===== src/rtl/dct_pkg.sv =====
// Shared definitions for the DCT block sequencer: FSM encoding,
// block geometry and the zig-zag scan table.
package dct_pkg;

    localparam int BLK        = 8;
    localparam int BLK_N      = BLK * BLK;
    localparam int PIX_W_DEF  = 8;
    localparam int COEF_W_DEF = 12;

    typedef enum logic [2:0] {
        IDLE,
        FETCH,
        TAIL,
        KICK,
        WAIT,
        DRAIN,
        NEXT
    } state_t;

    // Entry k is the raster index (row*8+col) of the k-th zig-zag coefficient.
    localparam logic [5:0] ZZ [64] = '{
        6'd0,  6'd1,  6'd8,  6'd16, 6'd9,  6'd2,  6'd3,  6'd10,
        6'd17, 6'd24, 6'd32, 6'd25, 6'd18, 6'd11, 6'd4,  6'd5,
        6'd12, 6'd19, 6'd26, 6'd33, 6'd40, 6'd48, 6'd41, 6'd34,
        6'd27, 6'd20, 6'd13, 6'd6,  6'd7,  6'd14, 6'd21, 6'd28,
        6'd35, 6'd42, 6'd49, 6'd56, 6'd57, 6'd50, 6'd43, 6'd36,
        6'd29, 6'd22, 6'd15, 6'd23, 6'd30, 6'd37, 6'd44, 6'd51,
        6'd58, 6'd59, 6'd52, 6'd45, 6'd38, 6'd31, 6'd39, 6'd46,
        6'd53, 6'd60, 6'd61, 6'd54, 6'd47, 6'd55, 6'd62, 6'd63
    };

endpackage


===== src/rtl/zigzag_rom.sv =====
// Zig-zag scan position to raster index lookup.
// Purely combinational; shared with the decoder side.
module zigzag_rom
    import dct_pkg::*;
(
    input  logic [5:0] k,
    output logic [5:0] idx
);

    assign idx = ZZ[k];

endmodule


===== src/rtl/dct_block_sequencer.sv =====
// Frame controller: fetches 8x8 pixel blocks into the DCT, runs it,
// and streams coefficients out in zig-zag order through a 2-entry FIFO.
module dct_block_sequencer
    import dct_pkg::*;
#(
    parameter int IMG_W  = 256,
    parameter int IMG_H  = 256,
    parameter int ADDR_W = 16,
    parameter int PIX_W  = PIX_W_DEF,
    parameter int COEF_W = COEF_W_DEF
) (
    input  logic                     clk,
    input  logic                     rst,
    input  logic                     start,
    output logic                     busy,
    output logic                     frame_done,
    output logic [ADDR_W-1:0]        mem_addr,
    output logic                     mem_rd,
    input  logic [PIX_W-1:0]         mem_data,
    output logic                     dct_load,
    output logic [5:0]               dct_load_idx,
    output logic signed [PIX_W:0]    dct_sample,
    output logic                     dct_start,
    input  logic                     dct_done,
    output logic                     coef_rd,
    output logic [5:0]               coef_idx,
    input  logic signed [COEF_W-1:0] coef_data,
    output logic                     out_valid,
    input  logic                     out_ready,
    output logic signed [COEF_W-1:0] out_data,
    output logic                     out_last
);

    localparam int BX_N = IMG_W / BLK;
    localparam int BY_N = IMG_H / BLK;
    localparam int BXW  = (BX_N > 1) ? $clog2(BX_N) : 1;
    localparam int BYW  = (BY_N > 1) ? $clog2(BY_N) : 1;
    localparam logic [PIX_W:0] MID = {2'b01, {(PIX_W-1){1'b0}}};

    state_t         state;
    logic [BXW-1:0] bx, bx_n;
    logic [BYW-1:0] by, by_n;
    logic           last_bx, last_by;
    logic [5:0]     fidx, fidx_n;
    logic [6:0]     issue_k;
    logic [5:0]     zz_idx;

    logic              rd_pend;
    logic [1:0]        cnt;
    logic [COEF_W:0]   slot0, slot1;
    logic [COEF_W:0]   arrival, head;
    logic [5:0]        ret_k;
    logic              pop, bypass, push;
    logic [2:0]        tokens;

    function automatic logic [ADDR_W-1:0] blk_addr(
        input int unsigned bxv,
        input int unsigned byv,
        input int unsigned i
    );
        int unsigned row;
        int unsigned col;
        row = byv * BLK + i / BLK;
        col = bxv * BLK + i % BLK;
        return ADDR_W'(row * IMG_W + col);
    endfunction

    zigzag_rom u_zz (
        .k   (issue_k[5:0]),
        .idx (zz_idx)
    );

    assign fidx_n  = fidx + 6'd1;
    assign last_bx = (bx == BXW'(BX_N - 1));
    assign last_by = (by == BYW'(BY_N - 1));

    always_comb begin
        bx_n = bx + BXW'(1);
        by_n = by;
        if (last_bx) begin
            bx_n = '0;
            by_n = by + BYW'(1);
        end
    end

    // Sample is taken straight off the memory return bus in the load cycle.
    assign dct_sample = dct_load ? ({1'b0, mem_data} - MID) : '0;

    // Output side: FIFO head, or the word arriving this cycle when empty.
    assign arrival   = {ret_k == 6'd63, coef_data};
    assign head      = (cnt != 2'd0) ? slot0 : (rd_pend ? arrival : '0);
    assign out_valid = (cnt != 2'd0) || rd_pend;
    assign out_data  = head[COEF_W-1:0];
    assign out_last  = head[COEF_W];

    assign pop    = out_valid && out_ready;
    assign bypass = pop && (cnt == 2'd0);
    assign push   = rd_pend && !bypass;
    assign tokens = 3'(cnt) + 3'(rd_pend) + 3'(coef_rd) - 3'(pop);

    always_ff @(posedge clk) begin
        if (rst) begin
            rd_pend <= 1'b0;
            cnt     <= '0;
            ret_k   <= '0;
            slot0   <= '0;
            slot1   <= '0;
        end else begin
            rd_pend <= coef_rd;
            if (rd_pend)
                ret_k <= ret_k + 6'd1;
            if (pop && cnt == 2'd2)
                slot0 <= slot1;
            if (push) begin
                if (cnt == 2'd0 || (cnt == 2'd1 && pop))
                    slot0 <= arrival;
                else
                    slot1 <= arrival;
            end
            cnt <= cnt + 2'(push) - 2'(pop && !bypass);
        end
    end

    always_ff @(posedge clk) begin
        if (rst) begin
            state        <= IDLE;
            bx           <= '0;
            by           <= '0;
            fidx         <= '0;
            issue_k      <= '0;
            busy         <= 1'b0;
            frame_done   <= 1'b0;
            mem_rd       <= 1'b0;
            mem_addr     <= '0;
            dct_load     <= 1'b0;
            dct_load_idx <= '0;
            dct_start    <= 1'b0;
            coef_rd      <= 1'b0;
            coef_idx     <= '0;
        end else begin
            frame_done <= 1'b0;
            dct_load   <= mem_rd;
            if (mem_rd)
                dct_load_idx <= fidx;
            unique case (state)
                IDLE: begin
                    if (start) begin
                        state    <= FETCH;
                        busy     <= 1'b1;
                        bx       <= '0;
                        by       <= '0;
                        fidx     <= '0;
                        issue_k  <= '0;
                        mem_rd   <= 1'b1;
                        mem_addr <= blk_addr(0, 0, 0);
                    end
                end
                FETCH: begin
                    if (fidx == 6'd63) begin
                        mem_rd <= 1'b0;
                        state  <= TAIL;
                    end else begin
                        fidx     <= fidx_n;
                        mem_addr <= blk_addr(32'(bx), 32'(by), 32'(fidx_n));
                    end
                end
                TAIL: begin
                    dct_start <= 1'b1;
                    state     <= KICK;
                end
                KICK: begin
                    dct_start <= 1'b0;
                    state     <= WAIT;
                end
                WAIT: begin
                    if (dct_done) begin
                        state    <= DRAIN;
                        coef_rd  <= 1'b1;
                        coef_idx <= zz_idx;
                        issue_k  <= 7'd1;
                    end
                end
                DRAIN: begin
                    // Issue only if the word will have a FIFO slot on return.
                    if (issue_k < 7'd64 && tokens < 3'd2) begin
                        coef_rd  <= 1'b1;
                        coef_idx <= zz_idx;
                        issue_k  <= issue_k + 7'd1;
                    end else begin
                        coef_rd <= 1'b0;
                    end
                    if (pop && out_last)
                        state <= NEXT;
                end
                NEXT: begin
                    issue_k <= '0;
                    fidx    <= '0;
                    bx      <= bx_n;
                    by      <= by_n;
                    if (last_bx && last_by) begin
                        frame_done <= 1'b1;
                        busy       <= 1'b0;
                        state      <= IDLE;
                    end else begin
                        state    <= FETCH;
                        mem_rd   <= 1'b1;
                        mem_addr <= blk_addr(32'(bx_n), 32'(by_n), 0);
                    end
                end
                default: state <= IDLE;
            endcase
        end
    end

endmodule


===== config.mk =====
export PLATFORM = sky130hd
export DESIGN_NAME = dct_block_sequencer
export DESIGN_NICKNAME = d
export VERILOG_FILES = /design/src/rtl/dct_pkg.sv /design/src/rtl/zigzag_rom.sv /design/src/rtl/dct_block_sequencer.sv
export SDC_FILE = /design/constraint.sdc
export NUM_CORES = 1
export LEC_CHECK = 0
export CAP_MARGIN = 5
export CORE_UTILIZATION = 40
export DETAILED_ROUTE_END_ITERATION = 8
export PLACE_DENSITY = 0.69
export SLEW_MARGIN = 15
export SYNTH_ARGS = -nofsm -noshare
export SYNTH_HDL_FRONTEND = slang
export SYNTH_SLANG_ARGS = --single-unit

===== constraint.sdc =====
create_clock -name clk -period 7.7 [get_ports clk]
set_clock_uncertainty 0.1 [all_clocks]
set_input_delay 2.31 -clock clk [delete_from_list [all_inputs] [get_ports clk]]
set_output_delay 2.31 -clock clk [all_outputs]
set_load 0.02 [all_outputs]

==> impl_metrics.toml, run 1 <==
[logic_synthesis]
synth_top_flop_cell = "dfxtp_1"
synthDistinctLibCells = 65
synth-xor-area-share = 0.0315
ys_top_cells_by_area = "dfxtp_1, nor2_1, ha_1"
synth_top_cell_area_share = 0.357
yosysTopAreaCell = "dfxtp_1"
synth-edff-count = 0
postSynthCellCount = 635
synth_area_um2 = 5320
ys_ff_latch = 95
syn_area_per_cell_um2 = 8.38
yosys_warnings = 0
synth-adder-area-share = 0.0649
synth-simple-area-share = 0.229
syn_nets = 687
async_flop_share = 0
synth_top_family_by_area = "simple AND/OR/NAND/NOR gates"
synth-compound-area-share = 0.203
yosysSeqAreaShare = 0.357
yosys-mux-area-fraction = 0.0578

[timing]
tightest_slew_ns = 1.10
setup-tns-final_ns = 0
hold_viol = 0
finalCritPeriodShare = 0.803
relSlewSlack = 0.270
drv_slew = 0
rsz0062_at_grt = "false"
setup_ws_ns = 1.51
fin_crit_ns = 6.19
setup_viol = 0
fmax_mhz = 162

[pwr]
seqPwrFrac = 0.436
switching_share = 0.286
ir_worst_vdd_v = 0.000126
combinationalPowerShare = 0.169
p_clk_frac = 0.395
power.density_nw_per_um2 = 188
p_leak_nw = 2.37
intPower_uw = 864
power.switching_uw = 346

[critical_path]
cp.arrival_ns = 3.78
slowest_delay_ns = 0.65
required_ns = 5.29
critPathMostFrequentCell = "clkdlybuf4s50_1"
critPathKind = "primary input to output pin"
crit_start = "coef_data[2]"
crit_path_start_kind = "primary input"
r2r_start = "rd_pend"
cp-end-kind = "output pin"
critPathSlowestCell = "clkdlybuf4s50_1"
path_cells = "clkdlybuf4s50_1, nand2_1, o21ai_0, clkdlybuf4s50_1"
worstPathMaxFanout = 3

[detailed_routing]
initialDrtViolationCount = 405
avgRoutedWirePerCell_um = 14.7
route.detailed.drc = 0
routed_wirelength_um = 12700
viasPerCell = 5.41
first_pass_iters = 4
dr_total_vias = 4660
ant_nets = 0

[floorplanning]
ios = 82
fp.dieArea_um2 = 13800
dieHeight_um = 117
initial_utilization = 0.417
dieWidth_um = 117
coreArea_um2 = 12800
rows = 41

[global_route]
antenna_found_initial = 0
gr-usage-all-layers = 0.188
overflow = 0
grt_pass1_wl_um = 21500
grt_start_max_net_pins = 88
grt_pass1_vias = 4430

[final_layout]
diodes = 0
layout_common_cells = "dfxtp_1, nor2_1, clkdlybuf4s50_1"
fin_nets = 736
syn_to_final_growth_pct = 21.2
drive_gt1_frac = 0.0827
layout_commonest_cell = "dfxtp_1"

[outcome]
outcome = "finished clean"

[clocking]
clock_latency_ns = 0.35
numCtsBuffers = 9
cts_sinks = 95
root_buffer = "clkbuf_16"
clk_pin_slew_ns = 0.07
postCtsHoldBufs = 0
cts_tree = "yes"
cts_buffer_depth = 2
postCtsSetupBuffers = 0
cts_resized = 0
htreeDepth = 3

[job]
maxCapViolations = 0

[min_path]
hold_class = "register to register"
min_from = "issue_k[6]"

[placed_design]
place_hpwl_um = 8630
pre_cts_slack_ns = 1.52
gp_congestion = 0.844
portBuffers = 81
-- stage by stage --
stage               instance area (um2)  std cells  hold WS [ns]  power (mW)  utilization
finish                             6450        861         0.359        1.21        0.505
global route                       6450        861         0.373        1.26        0.505
CTS                                6450        861         0.360        1.22        0.505
detailed placement                 6130        845         0.345       0.741        0.480
global placement                   6130        845         0.343       0.738        0.480
floorplan                          5320        635         0.326       0.682            -
-- critical path, delay by kind of cell --
family | cells | cell delay, ns
AO/OA/AOI/OAI | 1 | 0.26
buffers and inverters | 2 | 1.15
AND/OR/NAND/NOR | 1 | 0.06
-- cell families after synthesis --
group	count (synthesis)
AO/OA/AOI/OAI	146
XOR/XNOR	17
adder cells (fa/ha/maj)	27
multiplexers	29
AND/OR/NAND/NOR	257
buffers and inverters	64
flip-flops	95
-- metal layers --
metal / vias up / GRT usage / share of wire
met5: - / 0 / 0
met4: 0 / 0.0487 / 0.0086
met3: 9 / 0.0545 / 0.054
met2: 110 / 0.314 / 0.48
met1: 2215 / 0.237 / 0.46
li1: 2326 / - / -
-- cells in the mapped netlist (4+ instances only) --
cell type and instances:
nor2b_1 9, xnor2_1 10, o21ai_0 29, mux2_2 4, o22ai_1 6, nand2_1 69, a311oi_2 12, nor2_1 91
ha_1 26, mux2i_1 24, and3_1 5, nand2b_1 12, or2_2 5, a21oi_1 41, xor2_1 6, nor3_1 10
a211oi_1 7, inv_1 16, nand3_1 21, clkbuf_1 23, and2_1 12, dfxtp_1 95, buf_4 5, o311ai_0 4
a311oi_1 5, o2111ai_1 4, nand4_1 6, buf_2 14, a31oi_1 5, o21a_1 4
-- sequential cells by signal, indices dropped and copies added, names as in the netlist --
register      count
mem_addr         16
slot0            13
slot1            13
issue_k           7
coef_idx          6
dct_load_idx      6
fidx              6
ret_k             6
bx                5
by                5
state             3
cnt               2
busy              1
coef_rd           1
dct_load          1
dct_start         1
frame_done        1
mem_rd            1
rd_pend           1
-- power groups by stage --
stage | registers [mW] | logic, mW | clock network [mW]
after floorplan | 0.528 | 0.154 | 0
after global placement | 0.538 | 0.199 | 0
after detailed placement | 0.539 | 0.203 | 0
after CTS | 0.528 | 0.204 | 0.489
after global routing | 0.530 | 0.224 | 0.508
final | 0.528 | 0.204 | 0.478
-- cell type report --
| type | count | area, um2 |
|---|---|---|
| Fill cell | 1212 | 6320 |
| Multi-Input combinational cell | 476 | 3120 |
| Sequential cell | 95 | 1900 |
| Timing Repair Buffer | 83 | 821 |
| Clock buffer | 10 | 229 |
| Tap cell | 172 | 215 |
| Clock inverter | 6 | 92.6 |
| Inverter | 19 | 71.3 |
-- final timing paths --
path                 end  slack (ns)  depth (start not counted)
max          out_data[2]        1.51                          4
min           issue_k[6]        0.36                          2
max reg2reg  coef_idx[0]        3.84                         12
min reg2reg   issue_k[6]        0.36                          2
No activity file was read; power rests on OpenSTA's default activity.
==> run 2, diff against run 1 <==
--- a/config.mk
+++ b/config.mk
@@ -8,7 +8,7 @@
 export CAP_MARGIN = 5
 export CORE_UTILIZATION = 40
 export DETAILED_ROUTE_END_ITERATION = 8
-export PLACE_DENSITY = 0.69
+export PLACE_DENSITY = 0.72
 export SLEW_MARGIN = 15
 export SYNTH_ARGS = -nofsm -noshare
 export SYNTH_HDL_FRONTEND = slang
==> constraint.sdc (replaced) <==
create_clock -name clk -period 5.3 [get_ports clk]
set_clock_uncertainty 0.1 [all_clocks]
set_input_delay 1.59 -clock clk [delete_from_list [all_inputs] [get_ports clk]]
set_output_delay 1.59 -clock clk [all_outputs]
set_load 0.02 [all_outputs]
==> impl_metrics.toml, run 2 (synthesized netlist as in run 1, its figures left out) <==
[outcome]
outcome = "finished clean"

[clocking]
root_buffer = "clkbuf_16"
numCtsBuffers = 9
cts_resized = 0
postCtsSetupBuffers = 0
cts_buffer_depth = 2
cts_sinks = 95
cts_tree = "yes"
clk_pin_slew_ns = 0.06
htreeDepth = 3
clock_latency_ns = 0.34
postCtsHoldBufs = 0

[global_route]
grt_pass1_vias = 4443
grt_start_max_net_pins = 51
antenna_found_initial = 0
overflow = 0
grt_pass1_wl_um = 21100
gr-usage-all-layers = 0.183

[final_layout]
reg_top3 = "mem_addr (16), slot0 (13), slot1 (13)"
fill_cells = 1183
multi_input_area_um2 = 3120
drive_gt1_frac = 0.0868
layout_common_cells = "dfxtp_1, nor2_1, clkdlybuf4s50_1"
largest_register = "mem_addr"
fin_nets = 738
regArea_um2 = 1900
largest_reg_flops = 16
diodes = 0
layout_commonest_cell = "dfxtp_1"
syn_to_final_growth_pct = 22.3

[placed_design]
place_hpwl_um = 8570
portBuffers = 81
gp_congestion = 0.835

[detailed_routing]
first_pass_iters = 5
viasPerCell = 5.47
dr_total_vias = 4717
initialDrtViolationCount = 403
ant_nets = 0
avgRoutedWirePerCell_um = 14.6
route.detailed.drc = 0
routed_wirelength_um = 12600

[timing]
drv_slew = 0
fin_crit_ns = 4.71
hold_viol = 0
whs_ns = 0.359
rsz0062_at_grt = "false"
setup_viol = 0
relSlewSlack = 0.289
finalCritPeriodShare = 0.888
setup-tns-final_ns = 0
tightest_slew_ns = 1.07
fmax_mhz = 213

[floorplanning]
initial_utilization = 0.417
fp.dieArea_um2 = 13800
dieWidth_um = 117
coreArea_um2 = 12800
dieHeight_um = 117
ios = 82
rows = 41

[pwr]
power.density_nw_per_um2 = 283
p_leak_nw = 2.41
ir_worst_vdd_v = 0.000164

[critical_path]
cp-end-kind = "output pin"
required_ns = 3.61
crit_path_start_kind = "primary input"
cp.arrival_ns = 3.02
worstPathMaxFanout = 3
critPathKind = "primary input to output pin"

[min_path]
hold_class = "register to register"

[job]
maxCapViolations = 0
==> run 2: final cells by class <==
class                   count  share of cell area
clock inverters             4              0.0152
multi-input cells         476               0.479
repair buffers             85               0.128
clock buffers              12              0.0409
well taps                 172              0.0331
flip-flops and latches     95               0.292
inverters                  19              0.0110
==> run 2: critical path, stage by stage <==
cell and delay (ns):
clkdlybuf4s50_1 0.53, nand2_1 0.06, o21ai_0 0.19, clkdlybuf4s50_1 0.64
==> run 2: power breakdown <==
group	leakage, nW	internal, mW	switching [mW]
logic	1.46	0.115	0.205
registers	0.768	0.730	0.0171
clock network	0.179	0.501	0.273
total	2.41	1.35	0.495
==> run 2: stage by stage <==
| stage | area [um2] | power [mW] | std cells | worst slack [ns] | utilization |
|---|---|---|---|---|---|
| after floorplan | 5320 | 0.991 | 635 | 1.27 | - |
| after global placement | 6150 | 1.08 | 847 | 0.598 | 0.481 |
| after detailed placement | 6150 | 1.09 | 847 | 0.536 | 0.481 |
| after CTS | 6510 | 1.86 | 863 | 0.593 | 0.510 |
| after global routing | 6510 | 1.92 | 863 | 0.519 | 0.510 |
| final | 6510 | 1.84 | 863 | 0.595 | 0.510 |
==> run 2: routing by layer <==
| metal | vias up | routed length (um) | global-route usage |
|---|---|---|---|
| met2 | 154 | 6040 | 0.306 |
| met4 | 0 | 133 | 0.0560 |
| li1 | 2330 | - | - |
| met3 | 10 | 682 | 0.0443 |
| met1 | 2223 | 5710 | 0.231 |
| met5 | - | 0 | 0 |
==> run 2: path summary, 6_finish.rpt <==
path	from	endpoint	slack [ns]	cells past startpoint
setup / recovery	coef_data[2]	out_data[2]	0.59	4
hold / removal	mem_addr[1]	mem_addr[1]	0.36	2
setup reg to reg	rd_pend	coef_idx[0]	1.55	12
hold reg to reg	mem_addr[1]	mem_addr[1]	0.36	2
==> run 3, diff against run 2 <==
--- a/config.mk
+++ b/config.mk
@@ -6,10 +6,9 @@
 export NUM_CORES = 1
 export LEC_CHECK = 0
 export CAP_MARGIN = 5
-export CORE_UTILIZATION = 40
+export CORE_UTILIZATION = 49
 export DETAILED_ROUTE_END_ITERATION = 8
-export PLACE_DENSITY = 0.72
-export SLEW_MARGIN = 15
+export PLACE_DENSITY = 0.84
 export SYNTH_ARGS = -nofsm -noshare
 export SYNTH_HDL_FRONTEND = slang
 export SYNTH_SLANG_ARGS = --single-unit
==> impl_metrics.toml, run 3 (synthesized netlist as in run 1, its figures left out) <==
[critical_path]
path_cells = "clkdlybuf4s50_1, nand2_1, o21ai_0, clkdlybuf4s50_1"
cp-end-kind = "output pin"
reg2reg_slack_ns = 1.54
critPathSlowestCell = "clkdlybuf4s50_1"
r2r_end = "coef_idx[1]"
r2r_start = "rd_pend"
worstPathMaxFanout = 3
required_ns = 3.61
reg2regPathDepth = 12
slowest_delay_ns = 0.65
cp.arrival_ns = 3.03
critPathKind = "primary input to output pin"
crit_path_start_kind = "primary input"
critPathMostFrequentCell = "clkdlybuf4s50_1"

[timing]
rsz0062_at_grt = "false"
finalCritPeriodShare = 0.890
setup_viol = 0
fin_crit_ns = 4.72
relSlewSlack = 0.277
hold_viol = 0
tightest_slew_ns = 1.08
drv_slew = 0
fmax_mhz = 212
setup-tns-final_ns = 0

[floorplanning]
ios = 82
dieHeight_um = 106
rows = 37
coreArea_um2 = 10400
fp.dieArea_um2 = 11300
initial_utilization = 0.511
dieWidth_um = 106

[clocking]
numCtsBuffers = 9
cts_sinks = 95
clock_latency_ns = 0.37
htreeDepth = 3
postCtsHoldBufs = 0
cts_resized = 0
root_buffer = "clkbuf_8"
cts_buffer_depth = 2
clk_pin_slew_ns = 0.10
postCtsSetupBuffers = 0
cts_tree = "yes"

[detailed_routing]
avgRoutedWirePerCell_um = 14.7
dr_total_vias = 4751
initialDrtViolationCount = 324
route.detailed.drc = 0
viasPerCell = 5.74
ant_nets = 0
first_pass_iters = 5
routed_wirelength_um = 12200

[final_layout]
diodes = 0
layout_commonest_cell = "dfxtp_1"
drive_gt1_frac = 0.0882
largest_register = "mem_addr"
reg_top3 = "mem_addr (16), slot0 (13), slot1 (13)"
largest_reg_flops = 16
fin_nets = 739
syn_to_final_growth_pct = 18.4
fill_cells = 891
layout_common_cells = "dfxtp_1, nor2_1, clkdlybuf4s50_1"
stdcell_count = 828

[pwr]
intPower_mw = 1.04
p_clk_frac = 0.309
power.density_nw_per_um2 = 245
ir_worst_vdd_v = 0.000220
p_leak_nw = 2.34
switching_share = 0.325
combinationalPowerShare = 0.207
power.switching_uw = 501
seqPwrFrac = 0.484

[placed_design]
portBuffers = 81
place_hpwl_um = 8510
gp_congestion = 0.841
placedCellCount = 812

[min_path]
whs_endpoint = "coef_idx[4]"
min_from = "coef_idx[4]"
hold_class = "register to register"
hold_depth = 2

[global_route]
grt_pass1_wl_um = 20900
antenna_found_initial = 0
grt_start_max_net_pins = 49
grt_pass1_vias = 4447
gr-usage-all-layers = 0.225
overflow = 0

[job]
maxCapViolations = 0

[outcome]
outcome = "finished clean"
## run 3: cell count changes in the layout (fill, tap and decap cells not counted), sizes merged
cell	before	now
inv	20	24
clkinv	0	1
clkbuf	12	10
bufinv	3	0
buf	5	6
## run 3: through the flow
stage	worst slack (ns)	hold WS [ns]	utilization	instance area, um2	power (mW)
floorplan	1.27	0.326	-	5320	0.991
global placement	0.590	0.345	0.586	6110	1.07
detailed placement	0.491	0.355	0.586	6110	1.08
CTS	0.581	0.372	0.605	6300	1.55
global route	0.515	0.398	0.605	6300	1.62
finish	0.581	0.371	0.605	6300	1.54
## run 3: how the worst max path moves through the flow
stage                       startpoint          end  slack, ns  cells after the start
after floorplan              out_ready   issue_k[5]       1.27                     11
after global placement    coef_data[0]  out_data[0]       0.59                      4
after detailed placement     out_ready  coef_idx[0]       0.49                     12
after CTS                 coef_data[0]  out_data[0]       0.58                      4
after global routing      coef_data[0]  out_data[0]       0.52                      4
final                     coef_data[0]  out_data[0]       0.58                      4
## run 3: area by class of cell
type	instances	area, um2	share of cell area
Clock buffer	10	138	0.0218
Clock inverter	6	57.6	0.00913
Inverter	19	71.3	0.0113
Multi-Input combinational cell	476	3120	0.495
Sequential cell	95	1900	0.302
Tap cell	136	170	0.0270
Timing Repair Buffer	86	843	0.134
## run 3: worst max-delay path, delay by kind of cell
| family | cells | cell delay, ns |
|---|---|---|
| AND/OR/NAND/NOR | 1 | 0.06 |
| AO/OA/AOI/OAI | 1 | 0.23 |
| buffers and inverters | 2 | 1.16 |
## run 3: power groups by stage
stage	Combinational (mW)	Clock [mW]	Sequential (mW)
finish	0.319	0.476	0.747
global route	0.357	0.513	0.750
CTS	0.321	0.485	0.747
detailed placement	0.318	0	0.763
global placement	0.311	0	0.762
floorplan	0.223	0	0.767
## run 3: routing by layer
| layer | global-route usage | up-vias | wire length (um) |
|---|---|---|---|
| met3 | 0.0374 | 18 | 730 |
| met4 | 0.0694 | 0 | 193 |
| met5 | 0 | - | 0 |
| met1 | 0.296 | 2244 | 5320 |
| li1 | - | 2325 | - |
| met2 | 0.375 | 164 | 5960 |
